## config.mk

```make
export PLATFORM = sky130hd
export DESIGN_NAME = ex_muldiv
export DESIGN_NICKNAME = d
export VERILOG_FILES = /design/src/rtl/ex_muldiv.sv
export SDC_FILE = /design/constraint.sdc
export NUM_CORES = 1
export LEC_CHECK = 0
export BUFFER_PORTS_ARGS = -buffer_cell sky130_fd_sc_hd__buf_4
export CAP_MARGIN = 30
export CELL_PAD_IN_SITES_DETAIL_PLACEMENT = 1
export CELL_PAD_IN_SITES_GLOBAL_PLACEMENT = 2
export CORE_ASPECT_RATIO = 0.75
export CORE_MARGIN = 10
export CORE_UTILIZATION = 37
export DETAILED_ROUTE_END_ITERATION = 7
export GPL_TIMING_DRIVEN = 0
export PLACE_DENSITY_LB_ADDON = 0.1
export SYNTH_ARGS = -nofsm -noshare
export SYNTH_HDL_FRONTEND = slang
export SYNTH_SLANG_ARGS = --single-unit
```

## constraint.sdc

```tcl
create_clock -name clk -period 5.9 [get_ports clk]
set_clock_uncertainty 0.1 [all_clocks]
set_input_delay 1.475 -clock clk [delete_from_list [all_inputs] [get_ports clk]]
set_output_delay 1.475 -clock clk [all_outputs]
set_load 0.05 [all_outputs]
```

## src/rtl/ex_muldiv.sv

```systemverilog
// Multi-cycle RV32M execute unit: shift-add multiply and restoring divide,
// UNROLL bits per cycle, with a fast path for divide-by-zero and signed overflow.
module ex_muldiv #(
  parameter int XLEN    = 32,
  parameter int UNROLL  = 1,
  parameter int REGADDR = 5
) (
  input  logic               clk,
  input  logic               rst,
  input  logic               start_i,
  input  logic [2:0]         op_i,
  input  logic [XLEN-1:0]    rs1_i,
  input  logic [XLEN-1:0]    rs2_i,
  input  logic [REGADDR-1:0] wd_i,
  input  logic               flush_i,
  output logic               stall_req_o,
  output logic               busy_o,
  output logic               done_o,
  output logic [XLEN-1:0]    wdata_o,
  output logic [REGADDR-1:0] wd_o,
  output logic               wreg_o
);

  localparam int N  = XLEN / UNROLL;
  localparam int CW = (N > 1) ? $clog2(N) : 1;
  localparam logic [CW-1:0]   CNT_LAST = CW'(N - 1);
  localparam logic [XLEN-1:0] SMIN     = {1'b1, {(XLEN-1){1'b0}}};

  localparam logic [2:0] OP_MUL    = 3'b000;
  localparam logic [2:0] OP_MULH   = 3'b001;
  localparam logic [2:0] OP_MULHSU = 3'b010;
  localparam logic [2:0] OP_MULHU  = 3'b011;
  localparam logic [2:0] OP_DIV    = 3'b100;
  localparam logic [2:0] OP_DIVU   = 3'b101;
  localparam logic [2:0] OP_REM    = 3'b110;
  localparam logic [2:0] OP_REMU   = 3'b111;

  typedef enum logic [1:0] {IDLE = 2'd0, CALC = 2'd1, DONE = 2'd2} state_t;

  state_t state_q, state_d;

  logic [CW-1:0]      cnt_q;
  logic [2:0]         op_q;
  logic [REGADDR-1:0] wd_q;
  logic               neg_q;
  logic [XLEN-1:0]    opnd_q;
  logic [XLEN-1:0]    hi_q;
  logic [XLEN-1:0]    lo_q;
  logic [XLEN-1:0]    wdata_q;
  logic [REGADDR-1:0] wd_out_q;

  function automatic logic [XLEN-1:0] neg_x(input logic [XLEN-1:0] v, input logic en);
    return en ? -v : v;
  endfunction

  function automatic logic [2*XLEN-1:0] neg_2x(input logic [2*XLEN-1:0] v, input logic en);
    return en ? -v : v;
  endfunction

  logic            s1_signed, s2_signed, rs1_neg, rs2_neg;
  logic [XLEN-1:0] rs1_abs, rs2_abs, fast_res;
  logic            div0, ovf, fast, accept, res_neg, last_step;

  assign s1_signed = (op_i == OP_MULH) || (op_i == OP_MULHSU) ||
                     (op_i == OP_DIV)  || (op_i == OP_REM);
  assign s2_signed = (op_i == OP_MULH) || (op_i == OP_DIV) || (op_i == OP_REM);
  assign rs1_neg   = s1_signed & rs1_i[XLEN-1];
  assign rs2_neg   = s2_signed & rs2_i[XLEN-1];
  assign rs1_abs   = neg_x(rs1_i, rs1_neg);
  assign rs2_abs   = neg_x(rs2_i, rs2_neg);
  // Remainder takes the dividend's sign; everything else the XOR of both.
  assign res_neg   = (op_i[2] & op_i[1]) ? rs1_neg : (rs1_neg ^ rs2_neg);

  assign div0     = op_i[2] & (rs2_i == '0);
  assign ovf      = ((op_i == OP_DIV) || (op_i == OP_REM)) && (rs1_i == SMIN) && (rs2_i == '1);
  assign fast     = div0 | ovf;
  assign fast_res = div0 ? (op_i[1] ? rs1_i : '1) : (op_i[1] ? '0 : rs1_i);

  assign accept    = (state_q == IDLE) & start_i & ~flush_i;
  assign last_step = (state_q == CALC) & ~flush_i & (cnt_q == '0);

  // Iteration datapath: UNROLL steps of shift-add or restoring division.
  logic [XLEN-1:0] hi_n, lo_n;
  logic [XLEN:0]   rem_sh, sum;

  always_comb begin
    hi_n   = hi_q;
    lo_n   = lo_q;
    rem_sh = '0;
    sum    = '0;
    for (int i = 0; i < UNROLL; i++) begin
      if (op_q[2]) begin
        rem_sh = {hi_n, lo_n[XLEN-1]};
        lo_n   = {lo_n[XLEN-2:0], 1'b0};
        if (rem_sh >= {1'b0, opnd_q}) begin
          rem_sh  = rem_sh - {1'b0, opnd_q};
          lo_n[0] = 1'b1;
        end
        hi_n = rem_sh[XLEN-1:0];
      end else begin
        sum  = lo_n[0] ? ({1'b0, hi_n} + {1'b0, opnd_q}) : {1'b0, hi_n};
        hi_n = sum[XLEN:1];
        lo_n = {sum[0], lo_n[XLEN-1:1]};
      end
    end
  end

  logic [2*XLEN-1:0] prod_fix;
  logic [XLEN-1:0]   quot_fix, rem_fix, calc_res;

  assign prod_fix = neg_2x({hi_n, lo_n}, neg_q);
  assign quot_fix = neg_x(lo_n, neg_q);
  assign rem_fix  = neg_x(hi_n, neg_q);

  always_comb begin
    calc_res = '0;
    unique case (op_q)
      OP_MUL:                       calc_res = prod_fix[XLEN-1:0];
      OP_MULH, OP_MULHSU, OP_MULHU: calc_res = prod_fix[2*XLEN-1:XLEN];
      OP_DIV, OP_DIVU:              calc_res = quot_fix;
      OP_REM, OP_REMU:              calc_res = rem_fix;
      default:                      calc_res = '0;
    endcase
  end

  always_comb begin
    state_d = state_q;
    unique case (state_q)
      IDLE: if (accept) state_d = fast ? DONE : CALC;
      CALC: begin
        if (flush_i)           state_d = IDLE;
        else if (cnt_q == '0)  state_d = DONE;
      end
      DONE:    state_d = IDLE;
      default: state_d = IDLE;
    endcase
  end

  always_ff @(posedge clk or negedge rst) begin
    if (!rst) state_q <= IDLE;
    else      state_q <= state_d;
  end

  always_ff @(posedge clk or negedge rst) begin
    if (!rst) begin
      cnt_q    <= '0;
      op_q     <= '0;
      wd_q     <= '0;
      neg_q    <= 1'b0;
      opnd_q   <= '0;
      hi_q     <= '0;
      lo_q     <= '0;
      wdata_q  <= '0;
      wd_out_q <= '0;
    end else if (accept) begin
      op_q   <= op_i;
      wd_q   <= wd_i;
      neg_q  <= res_neg;
      cnt_q  <= CNT_LAST;
      hi_q   <= '0;
      opnd_q <= op_i[2] ? rs2_abs : rs1_abs;
      lo_q   <= op_i[2] ? rs1_abs : rs2_abs;
      if (fast) begin
        wdata_q  <= fast_res;
        wd_out_q <= wd_i;
      end
    end else if (state_q == CALC) begin
      cnt_q <= cnt_q - CW'(1);
      hi_q  <= hi_n;
      lo_q  <= lo_n;
      if (last_step) begin
        wdata_q  <= calc_res;
        wd_out_q <= wd_q;
      end
    end
  end

  assign busy_o      = (state_q != IDLE);
  assign done_o      = (state_q == DONE) & ~flush_i;
  assign stall_req_o = rst & ((state_q == CALC) | accept);
  assign wdata_o     = wdata_q;
  assign wd_o        = wd_out_q;
  assign wreg_o      = done_o & (wd_out_q != '0);

endmodule

```

# Word-level counts from Yosys, hierarchy flattened
# Index checks and enable logic that the tools add are counted.
[totals]
reg_bits = 149
input_bits = 76
out_inout_bits = 41
elab_cells = 109
[classes]
addsub = 8
n_lt_le_gt_ge = 1
n_eq_ne = 18
muxes = 36
n_bitwise = 15
reduce_logical = 21
[ops]
columns = ["cell", "n"]
rows = [
  ["2-to-1 mux 32 bit", 20],
  ["negator 32 bit", 4],
  ["one-hot mux 32 bit (4 select lines)", 1],
  ["== test 32 bit (second input constant)", 2],
  ["2-to-1 mux 64 bit", 1],
  ["negator 64 bit", 1],
  ["adder 32 x 32 -> 33 bit", 1],
  [">= comparator 33 x 32 -> 1 bit", 1],
  ["2-to-1 mux 33 bit", 1],
  ["logical NOT 32 bit", 1],
  ["subtractor 32 bit", 1],
  ["2-to-1 mux 5 bit", 6],
  ["== test 3 bit (second input constant)", 6],
  ["AND 1 bit", 11],
  ["== test 3 x 2 -> 1 bit (second input constant)", 3],
  ["2-to-1 mux 2 bit", 4],
  ["== test 3 x 1 -> 1 bit (second input constant)", 2],
  ["logical OR 1 bit", 6],
  ["nonzero test 2 bit", 3],
  ["logical NOT 5 bit", 1],
  ["nonzero test 5 bit", 1],
  ["subtractor 5 x 1 -> 5 bit (second input constant)", 1],
  ["!= test 2 bit (second input constant)", 2],
  ["one-hot mux 2 bit (2 select lines)", 1],
  ["other kinds (14)", 18],
]

# Logic depth before layout (Yosys ltp)
[logic_depth]
depth_word = 9
mapped_depth = 23
mapped_depth_nobuf = 21

# Worst setup path after synthesis
# No wires, ideal clock.
[synth_path]
kind = "register to register"
startpoint = "register op_q[2]"
endpoint = "register wdata_q[28], in the netlist wdata_o[28]"
setup_ns = 0.083
arrival_time_ns = 4.925
required_ns = 5.717
path_slack_ns = 0.792
path_stages_with_launch = 23
path_buffers = 9
period_less_slack_ns = 5.108
cell_sequence = "dfrtp_1 buf_6 buf_2 buf_2 buf_2 buf_2 buf_1 buf_1 clkbuf_1 clkbuf_1 o21ai_0 ha_1 o211ai_1 or3_1 nand2b_1 or2_2 nor3_1 nor2_1 nand2_1 and3_1 a31oi_1 mux2_2 o21ai_0"
[synth_via]
elab_chain_cells = 7
word_cells_on_any_way = 23
classes_between = "add/sub (3); eq/ne (7); mux (9); reduce/logical (4)"
[synth_rtl]
columns = ["item", "line", "source"]
rows = [
  ["from (decl)", "43", "logic [2:0] op_q;"],
  ["from (signal assigned)", "156", "op_q <= op_i;"],
  ["2-to-1 mux 32 bit", "92", "if (op_q[2]) begin"],
  ["negator 64 bit / negator 32 bit (equally long branches)", "57, 53", ""],
  ["2-to-1 mux 64 bit / 2-to-1 mux 32 bit (equally long branches)", "57, 53", ""],
  ["one-hot mux 32 bit (4 select lines) (*)", "117", "unique case (op_q)"],
  ["2-to-1 mux 32 bit (*)", "171", "if (last_step) begin"],
  ["2-to-1 mux 32 bit (*)", "167", "end else if (state_q == CALC) begin"],
  ["2-to-1 mux 32 bit (*)", "155", "end else if (accept) begin"],
  ["to (signal assigned)", "164", "wdata_q <= fast_res;"],
  ["to (signal assigned)", "172", "wdata_q <= calc_res;"],
  ["to (decl)", "49", "logic [XLEN-1:0] wdata_q;"],
]
# Mark *: on every way between the ends. The rest lies on a longest branch, timed or not. The select of a mux whose other input is x is not followed.
# A chain may end at the register's enable or synchronous reset.

# Worst setup path after layout
[layout_path]
startpoint = "register lo_q[31]"
endpoint = "register wdata_q[9], in the netlist wdata_o[9]"
[layout_via]
elab_chain_cells = 9
word_cells_on_any_way = 16
classes_between = "add/sub (4); order compare (1); mux (11)"
[layout_rtl]
columns = ["item", "line", "source"]
rows = [
  ["from (decl)", "48", "logic [XLEN-1:0] lo_q;"],
  ["from (signal assigned)", "162", "lo_q <= op_i[2] ? rs1_abs : rs2_abs;"],
  ["from (signal assigned)", "170", "lo_q <= lo_n;"],
  ["subtractor 32 bit / >= comparator 33 x 32 -> 1 bit (equally long branches)", "96, 95", ""],
  ["2-to-1 mux 32 bit / 2-to-1 mux 1 bit (equally long branches)", "95", "if (rem_sh >= {1'b0, opnd_q}) begin"],
  ["2-to-1 mux 32 bit", "92", ""],
  ["negator 64 bit / negator 32 bit (equally long branches)", "57, 53", ""],
  ["2-to-1 mux 64 bit / 2-to-1 mux 32 bit (equally long branches)", "57, 53", ""],
  ["one-hot mux 32 bit (4 select lines) (*)", "117", ""],
  ["2-to-1 mux 32 bit (*)", "171", ""],
  ["2-to-1 mux 32 bit (*)", "167", ""],
  ["2-to-1 mux 32 bit (*)", "155", ""],
]
# Marks and branches as above.

==> metrics.txt <==
CP required slightly above 6 ns; WS Path Type flop to flop; Tmin final between 5 and 6 ns; register bit total from synthesis roughly 150; Max-Cap Viols 0; LEAKAGE about 8 nW; Die Area ~55000 um^2; Initial DRT Pass Iterations 5; Fin Hold WS 0.3806 ns; NumNets Final about 2600; Syn-to-layout area delta 15.11%; count of pins over their slew limit 0; placed cell area ~19000 um^2; CP peak stage delay approximately 0.7 ns; vias in the first global route slightly below 20000; GRT overflow 0; Placed Cells a little over 3000; H-tree Lvls 4; Final Cycle Share between 90% and 100%; fmax ~170 MHz; Mapped Avg Cell Area between 7 and 8 um^2; ratio of cells with drive above 1 in the final layout about an eighth; Slew HR 25.98%; CTS Buf Count 17; drc violations 0; top cell type's share of synthesized area 21.81%; CTS tree done; first-pass GRT wire length ~140 mm; M3 GR Usage 12.54%; R2R depth 16; CTS Sinks roughly 150; routability congestion estimate approximately 1; Final Cell Area 19680 um^2; largest net degree at the start of global routing about 120; Port-buffer cells 111; via count just over 20000; floorplan row count 68; Hold WC Path Type flop to flop; per-cell routed wire length 32.03 um; Mapped Area 17090 um^2; initial DRC count between 2000 and 3000; core area 45860 um^2; PwrDens roughly 540 nW/um^2; Setup-failing EPs final 0; Async S/R FF share, synth 100.0%; startpoint types flop; post-synth net total roughly 2500; met1 layer usage reported by global route between 50% and 60%; Worst EP arrival just over 6 ns; sequential cell area 3731 um^2; Reg clk slew, reported paths ~0.070 ns; FILL cells slightly below 6000; EDFF count, synth 0; HPWL after DPL 81.70 mm; Yosys top cell by area dfrtp_1; die width 268.2 um; WHS Path Cells 2; sequential share of the synthesized area 21.81%; dominant synthesized flop cell dfrtp_1; Initial Util a little under two fifths; antenna violations before repair 1; area of the multi-input gates 12580 um^2; Hold-fix buffers, CTS 0; Netlist cell types 116; CTS Root Cell clkbuf_16; M2 GR Usage 44.51%; VDD IR max between 0.2 and 0.3 mV; most used routing layer met1; status finished, final reports clean; RSZ-0062 raised after global routing true; CP Cell Sequence inv_1 > ha_1 > inv_1 > fa_1 > a21o_1 > a221oi_2 > a22oi_1 > xnor2_1 > o211ai_1 > o211ai_1 > nand4_1 > clkbuf_1 > o21ai_0 > xor2_1 > a221oi_1 > a21oi_1; Chip Height slightly above 200 um; fin worst setup slack ~0.051 ns; final wirelength between 90 and 100 mm; yosys warns 0; crit path capture type flop; io pins around 120; Place WS -2.968 ns; Clock Latency Late Sink 0.48 ns; worst-margin pin slew between 1 and 1.5 ns; CP Max Fanout 10; post-route ant nets 0; Mapped Cells 2326; Final Hold Vio Count 0; largest cells by area after synthesis dfrtp_1, o21ai_0, nand2_1, a21oi_1, ha_1; Max Root-Sink Buffers 2; Slowest cell on crit path a221oi_1; via density per instance ~6.7; Global Route Usage Sum between 30% and 40%; non-filler instance count after layout 3083
cell families after synthesis:
logic type               Yosys count  share of synthesized area [%]
multiplexers                      68                          4.099
AO/OA/AOI/OAI                    803                          30.78
XOR/XNOR                         147                          7.532
buffers and inverters            226                          5.790
flip-flops                       149                          21.81
AND/OR/NAND/NOR                  845                          23.67
adder cells (fa/ha/maj)           88                          6.310
metrics by stage:
stage | util (%) | power, mW | setup TNS [ns]
after floorplan | - | 6.267 | 0
after global placement | 40.71 | 8.769 | -51.85
after detailed placement | 40.90 | 8.919 | -52.84
after CTS | 42.52 | 10.17 | 0
after global routing | 42.90 | 11.10 | -0.06303
final | 42.90 | 10.63 | 0
layout make-up:
| cell class | count | area share, % |
|---|---|---|
| diodes | 1 | 0.01272 |
| plain buffers | 150 | 3.765 |
| clock buffers | 17 | 2.162 |
| clock inverters | 14 | 0.6041 |
| inverters | 72 | 1.374 |
| multi-input cells | 1951 | 63.93 |
| flip-flops and latches | 149 | 18.96 |
| well taps | 595 | 3.784 |
| repair buffers | 134 | 5.405 |
per-layer routing:
layer  vias to the layer above  wire length (um)
li1                       8889                 -
met1                     10441             46150
met2                      1126             37070
met3                       108             12950
met4                         2              2498
met5                         -                92
final timing paths:
check | from | slack [ns] | endpoint
hold / removal | wd_q[4] | 0.38 | wd_q[4]
setup / recovery | lo_q[31] | 0.05 | wdata_o[9]
hold reg to reg | wd_q[4] | 0.38 | wd_q[4]
min in group asynchronous | rst | 0.77 | opnd_q[27]
setup reg to reg | lo_q[31] | 0.05 | wdata_o[9]
max in group asynchronous | rst | 3.95 | wdata_o[5]
worst max-delay path, delay by kind of cell, from the launching register on:
| kind | cells | cell delay [ns] |
|---|---|---|
| flip-flops | 1 | 0.46 |
| buffers and inverters | 3 | 0.69 |
| XOR/XNOR | 2 | 0.52 |
| adder cells (fa/ha/maj) | 2 | 0.64 |
| AND/OR/NAND/NOR | 1 | 0.49 |
| AO/OA/AOI/OAI | 8 | 2.76 |
power breakdown:
part | internal, mW | total (mW) | leakage (nW) | switching [mW]
sequential | 1.27 | 1.68 | 1.86 | 0.409
combinational | 2.51 | 7.84 | 5.86 | 5.33
clock | 0.549 | 1.11 | 0.257 | 0.559
total | 4.33 | 10.6 | 7.99 | 6.30
registers in the layout, summed over array words and instances (netlist names):
signal	cells
state_q	2
hi_q	32
wdata_o	32
cnt_q	5
opnd_q	32
neg_q	1
op_q	3
wd_o	5
lo_q	32
wd_q	5
cell usage in the layout (no fill, tap or decap), types with 30 or more instances in the layout:
| cell type | count |
|---|---|
| a21o_1 | 30 |
| a21oi_1 | 195 |
| a31oi_1 | 42 |
| buf_4 | 135 |
| clkbuf_1 | 87 |
| dfrtp_1 | 147 |
| ha_1 | 70 |
| inv_1 | 68 |
| mux2i_1 | 51 |
| nand2_1 | 275 |
| nand3_1 | 79 |
| nand4_1 | 36 |
| nor2_1 | 207 |
| nor3_1 | 59 |
| o211ai_1 | 60 |
| o21ai_0 | 216 |
| xnor2_1 | 91 |
| xor2_1 | 56 |
synthesized netlist by cell type (15+ instances only):
| cell | number |
|---|---|
| and2_1 | 17 |
| o31ai_1 | 27 |
| inv_1 | 68 |
| o21ai_0 | 221 |
| xnor2_1 | 91 |
| buf_1 | 20 |
| nand2_1 | 278 |
| ha_1 | 71 |
| buf_2 | 16 |
| nand4_1 | 36 |
| o221ai_1 | 15 |
| maj3_1 | 15 |
| mux2_2 | 16 |
| a21o_1 | 30 |
| a211oi_1 | 19 |
| nand2b_1 | 16 |
| nor2b_1 | 15 |
| a21oi_1 | 199 |
| xor2_1 | 56 |
| o211ai_1 | 60 |
| nor4_1 | 22 |
| o21a_1 | 17 |
| nand3_1 | 80 |
| dfrtp_1 | 149 |
| clkbuf_1 | 96 |
| or3_1 | 23 |
| mux2i_1 | 52 |
| nor2_1 | 210 |
| nor3_1 | 61 |
| a31oi_1 | 42 |
| and3_1 | 20 |
timing repair:
item	in CTS	in global routing
setup buffers	9	2
pin swaps	4	6
gates resized for setup	51	28
endpoints found under the setup margin	38	28
No activity file was read; power rests on OpenSTA's default activity.
